==> src/rtl/multicycle_control_unit_if.sv <==
// Control bus between the multicycle control FSM (master) and the datapath (slave).
interface multicycle_control_unit_if #(
  parameter int unsigned ALUOP_W = 2
);
  logic [6:0]         opcode;
  logic               mem_ready;
  logic               pcWrite;
  logic               branch;
  logic               pcSrc;
  logic               irWrite;
  logic               iord;
  logic               memRead;
  logic               memWrite;
  logic               regWrite;
  logic [1:0]         memToReg;
  logic [1:0]         aluSrcA;
  logic [1:0]         aluSrcB;
  logic [ALUOP_W-1:0] aluOp;
  logic               illegal;
  logic               timeout;
  logic [2:0]         state_o;

  modport master (
    input  opcode, mem_ready,
    output pcWrite, branch, pcSrc, irWrite, iord, memRead, memWrite, regWrite,
           memToReg, aluSrcA, aluSrcB, aluOp, illegal, timeout, state_o
  );

  modport slave (
    output opcode, mem_ready,
    input  pcWrite, branch, pcSrc, irWrite, iord, memRead, memWrite, regWrite,
           memToReg, aluSrcA, aluSrcB, aluOp, illegal, timeout, state_o
  );
endinterface

==> src/rtl/multicycle_control_unit.sv <==
// Multi-cycle RV32 control FSM: FETCH/DECODE/EXEC/MEM/WB with memory wait timeout and
// illegal-opcode trap. Define CTRL_JUMP_EN to add JAL and LUI support.
module multicycle_control_unit #(
  parameter int unsigned ALUOP_W      = 2,
  parameter int unsigned MEM_WAIT_MAX = 15
) (
  input logic                         clk,
  input logic                         rst,
  multicycle_control_unit_if.master   ctrl
);

  localparam int unsigned CNT_W = (MEM_WAIT_MAX > 0) ? $clog2(MEM_WAIT_MAX + 1) : 1;

  localparam logic [6:0] OP_R      = 7'b0110011;
  localparam logic [6:0] OP_I      = 7'b0010011;
  localparam logic [6:0] OP_LOAD   = 7'b0000011;
  localparam logic [6:0] OP_STORE  = 7'b0100011;
  localparam logic [6:0] OP_BRANCH = 7'b1100011;
  localparam logic [6:0] OP_JAL    = 7'b1101111;
  localparam logic [6:0] OP_LUI    = 7'b0110111;

  typedef enum logic [2:0] {
    FETCH  = 3'd0,
    DECODE = 3'd1,
    EXEC   = 3'd2,
    MEM    = 3'd3,
    WB     = 3'd4,
    TRAP   = 3'd7
  } state_t;

  state_t           state;
  logic [6:0]       opQ;
  logic [CNT_W-1:0] waitCnt;
  logic             illegalQ;
  logic             timeoutQ;
  logic [1:0]       aluOpRaw;

  function automatic logic supported(input logic [6:0] op);
    logic ok;
    ok = (op == OP_R) || (op == OP_I) || (op == OP_LOAD) ||
         (op == OP_STORE) || (op == OP_BRANCH);
`ifdef CTRL_JUMP_EN
    ok = ok || (op == OP_JAL) || (op == OP_LUI);
`else
    ok = ok;
`endif
    return ok;
  endfunction

  always_ff @(posedge clk) begin
    if (rst) begin
      state    <= FETCH;
      opQ      <= '0;
      waitCnt  <= '0;
      illegalQ <= 1'b0;
      timeoutQ <= 1'b0;
    end else begin
      case (state)
        FETCH, MEM: begin
          // mem_ready takes priority over an expiring wait count in the same cycle
          if (ctrl.mem_ready) begin
            waitCnt <= '0;
            if (state == FETCH)
              state <= DECODE;
            else
              state <= (opQ == OP_LOAD) ? WB : FETCH;
          end else if ((MEM_WAIT_MAX != 0) && (waitCnt == CNT_W'(MEM_WAIT_MAX))) begin
            waitCnt  <= '0;
            state    <= TRAP;
            timeoutQ <= 1'b1;
          end else if (waitCnt != '1) begin
            waitCnt <= waitCnt + CNT_W'(1);
          end
        end
        DECODE: begin
          waitCnt <= '0;
          opQ     <= ctrl.opcode;
          if (supported(ctrl.opcode)) begin
            state <= EXEC;
          end else begin
            state    <= TRAP;
            illegalQ <= 1'b1;
          end
        end
        EXEC: begin
          waitCnt <= '0;
          case (opQ)
            OP_R, OP_I:         state <= WB;
            OP_LOAD, OP_STORE:  state <= MEM;
`ifdef CTRL_JUMP_EN
            OP_JAL, OP_LUI:     state <= WB;
`endif
            default:            state <= FETCH;
          endcase
        end
        WB: begin
          waitCnt <= '0;
          state   <= FETCH;
        end
        TRAP: begin
          waitCnt <= '0;
          state   <= TRAP;
        end
        default: begin
          waitCnt <= '0;
          state   <= FETCH;
        end
      endcase
    end
  end

  // Moore decode from state/opQ; only irWrite/pcWrite in FETCH follow mem_ready directly
  always_comb begin
    ctrl.pcWrite  = 1'b0;
    ctrl.branch   = 1'b0;
    ctrl.pcSrc    = 1'b0;
    ctrl.irWrite  = 1'b0;
    ctrl.iord     = 1'b0;
    ctrl.memRead  = 1'b0;
    ctrl.memWrite = 1'b0;
    ctrl.regWrite = 1'b0;
    ctrl.memToReg = 2'b00;
    ctrl.aluSrcA  = 2'b00;
    ctrl.aluSrcB  = 2'b00;
    aluOpRaw      = 2'b00;
    if (!rst) begin
      case (state)
        FETCH: begin
          ctrl.memRead = 1'b1;
          ctrl.aluSrcB = 2'b01;
          ctrl.irWrite = ctrl.mem_ready;
          ctrl.pcWrite = ctrl.mem_ready;
        end
        DECODE: begin
          ctrl.aluSrcA = 2'b10;
          ctrl.aluSrcB = 2'b10;
        end
        EXEC: begin
          case (opQ)
            OP_R: begin
              ctrl.aluSrcA = 2'b01;
              aluOpRaw     = 2'b10;
            end
            OP_I: begin
              ctrl.aluSrcA = 2'b01;
              ctrl.aluSrcB = 2'b10;
              aluOpRaw     = 2'b11;
            end
            OP_LOAD, OP_STORE: begin
              ctrl.aluSrcA = 2'b01;
              ctrl.aluSrcB = 2'b10;
            end
            OP_BRANCH: begin
              ctrl.aluSrcA = 2'b01;
              aluOpRaw     = 2'b01;
              ctrl.branch  = 1'b1;
              ctrl.pcSrc   = 1'b1;
            end
`ifdef CTRL_JUMP_EN
            OP_JAL: begin
              ctrl.pcWrite = 1'b1;
              ctrl.pcSrc   = 1'b1;
            end
            OP_LUI: begin
              ctrl.aluSrcA = 2'b11;
              ctrl.aluSrcB = 2'b10;
            end
`endif
            default: ;
          endcase
        end
        MEM: begin
          ctrl.iord = 1'b1;
          if (opQ == OP_LOAD)
            ctrl.memRead = 1'b1;
          else
            ctrl.memWrite = 1'b1;
        end
        WB: begin
          ctrl.regWrite = 1'b1;
          if (opQ == OP_LOAD)
            ctrl.memToReg = 2'b01;
          else if (opQ == OP_JAL)
            ctrl.memToReg = 2'b10;
        end
        default: ;
      endcase
    end
  end

  assign ctrl.aluOp   = ALUOP_W'(aluOpRaw);
  assign ctrl.illegal = illegalQ;
  assign ctrl.timeout = timeoutQ;
  assign ctrl.state_o = state;

endmodule

==> src/flat_wrapper.sv <==
// flat-port wrapper written by rule: the top's interface ports become plain ports
module multicycle_control_unit_flat 
#(
  parameter int unsigned ALUOP_W      = 2,
  parameter int unsigned MEM_WAIT_MAX = 15
)
  (clk, rst, ctrl_opcode, ctrl_mem_ready, ctrl_pcWrite, ctrl_branch, ctrl_pcSrc, ctrl_irWrite, ctrl_iord, ctrl_memRead, ctrl_memWrite, ctrl_regWrite, ctrl_memToReg, ctrl_aluSrcA, ctrl_aluSrcB, ctrl_aluOp, ctrl_illegal, ctrl_timeout, ctrl_state_o);
  multicycle_control_unit_if #(.ALUOP_W(ALUOP_W)) ctrl_i ();
  input logic clk;
  input logic rst;
  input wire logic [$bits(ctrl_i.opcode)-1:0] ctrl_opcode;
  input wire logic [$bits(ctrl_i.mem_ready)-1:0] ctrl_mem_ready;
  output wire logic [$bits(ctrl_i.pcWrite)-1:0] ctrl_pcWrite;
  output wire logic [$bits(ctrl_i.branch)-1:0] ctrl_branch;
  output wire logic [$bits(ctrl_i.pcSrc)-1:0] ctrl_pcSrc;
  output wire logic [$bits(ctrl_i.irWrite)-1:0] ctrl_irWrite;
  output wire logic [$bits(ctrl_i.iord)-1:0] ctrl_iord;
  output wire logic [$bits(ctrl_i.memRead)-1:0] ctrl_memRead;
  output wire logic [$bits(ctrl_i.memWrite)-1:0] ctrl_memWrite;
  output wire logic [$bits(ctrl_i.regWrite)-1:0] ctrl_regWrite;
  output wire logic [$bits(ctrl_i.memToReg)-1:0] ctrl_memToReg;
  output wire logic [$bits(ctrl_i.aluSrcA)-1:0] ctrl_aluSrcA;
  output wire logic [$bits(ctrl_i.aluSrcB)-1:0] ctrl_aluSrcB;
  output wire logic [$bits(ctrl_i.aluOp)-1:0] ctrl_aluOp;
  output wire logic [$bits(ctrl_i.illegal)-1:0] ctrl_illegal;
  output wire logic [$bits(ctrl_i.timeout)-1:0] ctrl_timeout;
  output wire logic [$bits(ctrl_i.state_o)-1:0] ctrl_state_o;
  assign ctrl_i.opcode = ctrl_opcode;
  assign ctrl_i.mem_ready = ctrl_mem_ready;
  assign ctrl_pcWrite = ctrl_i.pcWrite;
  assign ctrl_branch = ctrl_i.branch;
  assign ctrl_pcSrc = ctrl_i.pcSrc;
  assign ctrl_irWrite = ctrl_i.irWrite;
  assign ctrl_iord = ctrl_i.iord;
  assign ctrl_memRead = ctrl_i.memRead;
  assign ctrl_memWrite = ctrl_i.memWrite;
  assign ctrl_regWrite = ctrl_i.regWrite;
  assign ctrl_memToReg = ctrl_i.memToReg;
  assign ctrl_aluSrcA = ctrl_i.aluSrcA;
  assign ctrl_aluSrcB = ctrl_i.aluSrcB;
  assign ctrl_aluOp = ctrl_i.aluOp;
  assign ctrl_illegal = ctrl_i.illegal;
  assign ctrl_timeout = ctrl_i.timeout;
  assign ctrl_state_o = ctrl_i.state_o;
  multicycle_control_unit #(.ALUOP_W(ALUOP_W), .MEM_WAIT_MAX(MEM_WAIT_MAX)) u_core (.clk(clk), .rst(rst), .ctrl(ctrl_i));
endmodule
==> config.mk <==
export PLATFORM = sky130hd
export DESIGN_NAME = multicycle_control_unit_flat
export DESIGN_NICKNAME = d
export VERILOG_FILES = /design/src/rtl/multicycle_control_unit_if.sv /design/src/rtl/multicycle_control_unit.sv /design/src/flat_wrapper.sv
export SDC_FILE = /design/constraint.sdc
export NUM_CORES = 1
export LEC_CHECK = 0
export CORE_ASPECT_RATIO = 1.2
export CORE_MARGIN = 4
export CORE_UTILIZATION = 30
export DETAILED_ROUTE_END_ITERATION = 8
export PLACE_DENSITY = 0.52
export SETUP_SLACK_MARGIN = 0.3
export SLEW_MARGIN = 20
export SYNTH_ARGS = -nofsm -noshare
export SYNTH_HDL_FRONTEND = slang
export SYNTH_SLANG_ARGS = --single-unit
==> constraint.sdc <==
create_clock -name clk -period 3.55 [get_ports clk]
set_input_delay 0.8875 -clock clk [delete_from_list [all_inputs] [get_ports clk]]
set_output_delay 0.8875 -clock clk [all_outputs]
set_load 0.01 [all_outputs]
==> run summary <==
For this run, the register share of the synthesized area comes to 34.1%. The most used flip-flop cell after synthesis is dfxtp_1. After synthesis, the most frequently instantiated cells are dfxtp_1, nand2_1, a21oi_1. At the pin with the least slew margin, the transition time is 765 ps.

The run gives 982 as the via count of the first global-routing pass. The average cell area after synthesis works out to 7.77 um2. The layout overhead on the synthesized area was 38.9%. The count of input and output buffers was 30. Global routing used 16.5% of the available met1 tracks.

The number of CTS-inserted buffers was 3; the area of the die was 4100 um2. The worst register-to-register path has a depth of 4. The worst pin sits at a relative slew slack of 48.6%. For the number of antenna violations at the first check in global routing, the log shows 0. The tools report the met2 track demand over resource in global routing as 20.9%. Once detail routing completed, the nets flagged for antenna violations numbered 0. The number of gates resized after CTS was 6. The number of design rule violations left after detail routing came out at 0. The most heavily used metal layer in global routing is met2.

For this block, the routed nets add up to 2.51 mm of wire. The net count of the finished layout is 160. The die is 59.1 um wide.

Clock-pin slew was measured on the worst setup and hold paths at 90 ps. For this design, the sink count on the clock tree is 16. In the synthesized netlist the async set-or-reset flop fraction comes to 0%.

The core region is 3030 um2. The number of design-rule violations left by the first detailed-router iteration is 21. The wire length of the first global-routing pass is 4.30 mm, and the starting utilization of the core area is 31.0%. The run gives 121 as the gate count after technology mapping.

After legalization and detailed placement, the total HPWL measured 1.95 mm. Static timing analysis puts the maximum clock frequency at 317 MHz. The logs give 31 for the number of placed I/O pins and 22 for the number of placement rows.

The number of flip-flops and latches in the synthesized netlist was 16. The detailed-route vias per instance came out at 5.19. The slowest stage of the critical path is the clkdlybuf4s50_1 cell. The arrival time of the worst setup path is 2270 ps. The logs give 0 for the total setup buffers inserted after CTS and 0.530 nW for the leakage power of the design. The total power was 0.758 mW.

The post-detailed-route wirelength per cell works out to 13.6 um. The worst setup path is launched from a register. At the end of routability-driven placement, the weighted congestion stood at 0.770. The largest single stage delay on the critical path is 580 ps. The shortest clock period the worst path allows after layout was 3150 ps. The run gives 0 as the count of max-cap constraint violations.

The critical path runs through a total of 4 cells. Global routing consumed, over all layers together, 13.2% of the routing resources. STA classifies the critical path endpoint as an output port. In this run the vertical extent of the chip is 69.3 um. Setup repair after global routing could not meet its margin everywhere.

Final count of hold timing violations: 0. Setup slack on the worst reg-to-reg path comes out at 1850 ps. Maximum buffer depth of the clock tree: 2. The largest area contributor in the netlist was dfxtp_1. The post-route clock period utilization came out at 88.8%.

The number of enable flip-flop cells after synthesis is 0. TritonCTS built the clock tree. By area the synthesized netlist is led by dfxtp_1, a21oi_1, nand2_1.

Traced cell by cell, the critical path runs through nand4bb_4, or4_1, o41ai_2, clkdlybuf4s50_1. The number of pins exceeding their max-slew limit in the final report was 0. In this run the power density over the cells is 581 nW/um2. The filler cells instantiated in the layout total 336. The critical path in this run is classified as reg -> out. The clock latency at the later pin of the worst-skew pair is 280 ps, and the required time of the worst setup path is 2660 ps. Yosys printed 0 warnings.

Clock tree synthesis selected as its root buffer the cell clkbuf_4. In this run the biggest area consumer among cell types represents 34.1% of the synthesized area. The share of final-layout standard cells stronger than drive strength 1 is 9.46%, and the detailed-routing iteration count for the pre-antenna-repair pass is 4.

The cell type group with the largest total delay on the critical path was simple AND/OR/NAND/NOR gates. Counting instances, the worst hold path has a depth of 2. The maximum fanout count along the critical path came out at 5. For this block, the via count after detailed routing is 955. For met3 alone, demand over resource in global routing was 3.35%.

The number of H-tree branching levels was 1; the final clock skew was 1.45 ps. Hold repair after CTS inserted 0 buffers. 0 antenna diodes ended up in the layout. The worst-case IR drop observed on VDD is 0.000273 V. Setup violations remaining at the end of the flow were counted as 0.

The net count after synthesis was 132; the combined buffer and inverter count along the critical path was 1. The logs give 0 ps for the final total negative setup slack and 940 um2 for the post-synthesis instance area. The flow ran to the end, and the final reports show no timing, DRC or antenna violations. The class of the worst hold path was reg -> reg. The total congestion overflow after global routing is 0, and the largest net degree at the start of global routing is 14. The run gives 41 as the number of unique standard cell types used by synthesis.
where the power goes:
group | internal (mW) | switching (mW) | total, mW
combinational | 0.177 | 0.168 | 0.344
clock | 0.0624 | 0.0566 | 0.119
sequential | 0.220 | 0.0748 | 0.295
total | 0.459 | 0.299 | 0.758
registers in the layout (all words and copies together) (netlist names):
name	flops
u_core.ctrl.illegal	1
u_core.ctrl.state_o	3
u_core.ctrl.timeout	1
u_core.opQ	7
u_core.waitCnt	4
final cells by class:
cell class	count	area, um2	share of cell area [%]
multi-input combinational	90	559	42.9
sequential	16	322	24.6
tap	36	45.0	3.45
timing repair buffer	32	320	24.5
inverter	6	22.5	1.73
clock buffer	4	36.3	2.78
placed cells by master, fill, tap and decap left out, drive strengths merged:
cell / n
clkbuf: 4
dfxtp: 16
a2111o: 1
nand2b: 3
nand3b: 2
and3: 1
nand2: 16
nor4: 1
nand4bb: 1
buf: 2
nand4: 1
a31o: 1
dlygate4sd2: 4
o21ai: 2
o32a: 1
or2: 2
nor2b: 1
a21boi: 2
dlymetal6s2s: 4
xor2: 1
inv: 6
nor4b: 1
nor3b: 2
nand3: 3
o41ai: 1
clkdlybuf4s50: 22
nor3: 6
a41o: 1
xnor2: 2
a311o: 1
nor2: 11
or3b: 1
or4: 3
ha: 1
or3: 1
a31oi: 3
and2: 3
a21oi: 14
worst paths after layout:
check,startpoint,to
hold reg to reg,u_core.ctrl.illegal$_SDFFE_PP0P_,u_core.ctrl.illegal$_SDFFE_PP0P_
setup / recovery,u_core.opQ[3]$_SDFFE_PP0P_,ctrl_memRead
setup reg to reg,u_core.ctrl.state_o[0]$_SDFFE_PP0P_,u_core.opQ[4]$_SDFFE_PP0P_
hold / removal,u_core.ctrl.illegal$_SDFFE_PP0P_,u_core.ctrl.illegal$_SDFFE_PP0P_
worst reg2reg max path, delay by kind of cell, from the launching register on:
family / cells / cell delay (ps)
buffers and inverters: 1 / 150
flip-flops: 1 / 520
AO/OA/AOI/OAI: 1 / 160
AND/OR/NAND/NOR: 2 / 800
logic make-up (layout without fill, tap and decap cells):
kind of cell	after synthesis	in the layout	synth area share, %
AO/OA/AOI/OAI	27	27	18.8
adder cells (fa/ha/maj)	1	1	1.33
buffers and inverters	15	42	7.72
XOR/XNOR	3	3	2.80
AND/OR/NAND/NOR	59	59	35.3
flip-flops	16	16	34.1
routing by layer:
metal  part of all wire, %  vias to the layer above
met4                   1.0                        0
met5                     0                        -
met2                    48                       33
met1                    44                      438
met3                   7.2                        4
li1                      -                      480
stage by stage:
step                worst slack, ps  utilization, %  cell area (um2)  hold slack, ps  instances
floorplan                       816               -              940             430        121
detailed placement             67.1            41.3             1250             446        180
global route                    268            43.1             1310             494        184
global placement               74.3            41.3             1250             436        180
CTS                             332            42.5             1290             461        184
finish                          397            43.1             1310             459        184
(Power assumes the default switching activity.)
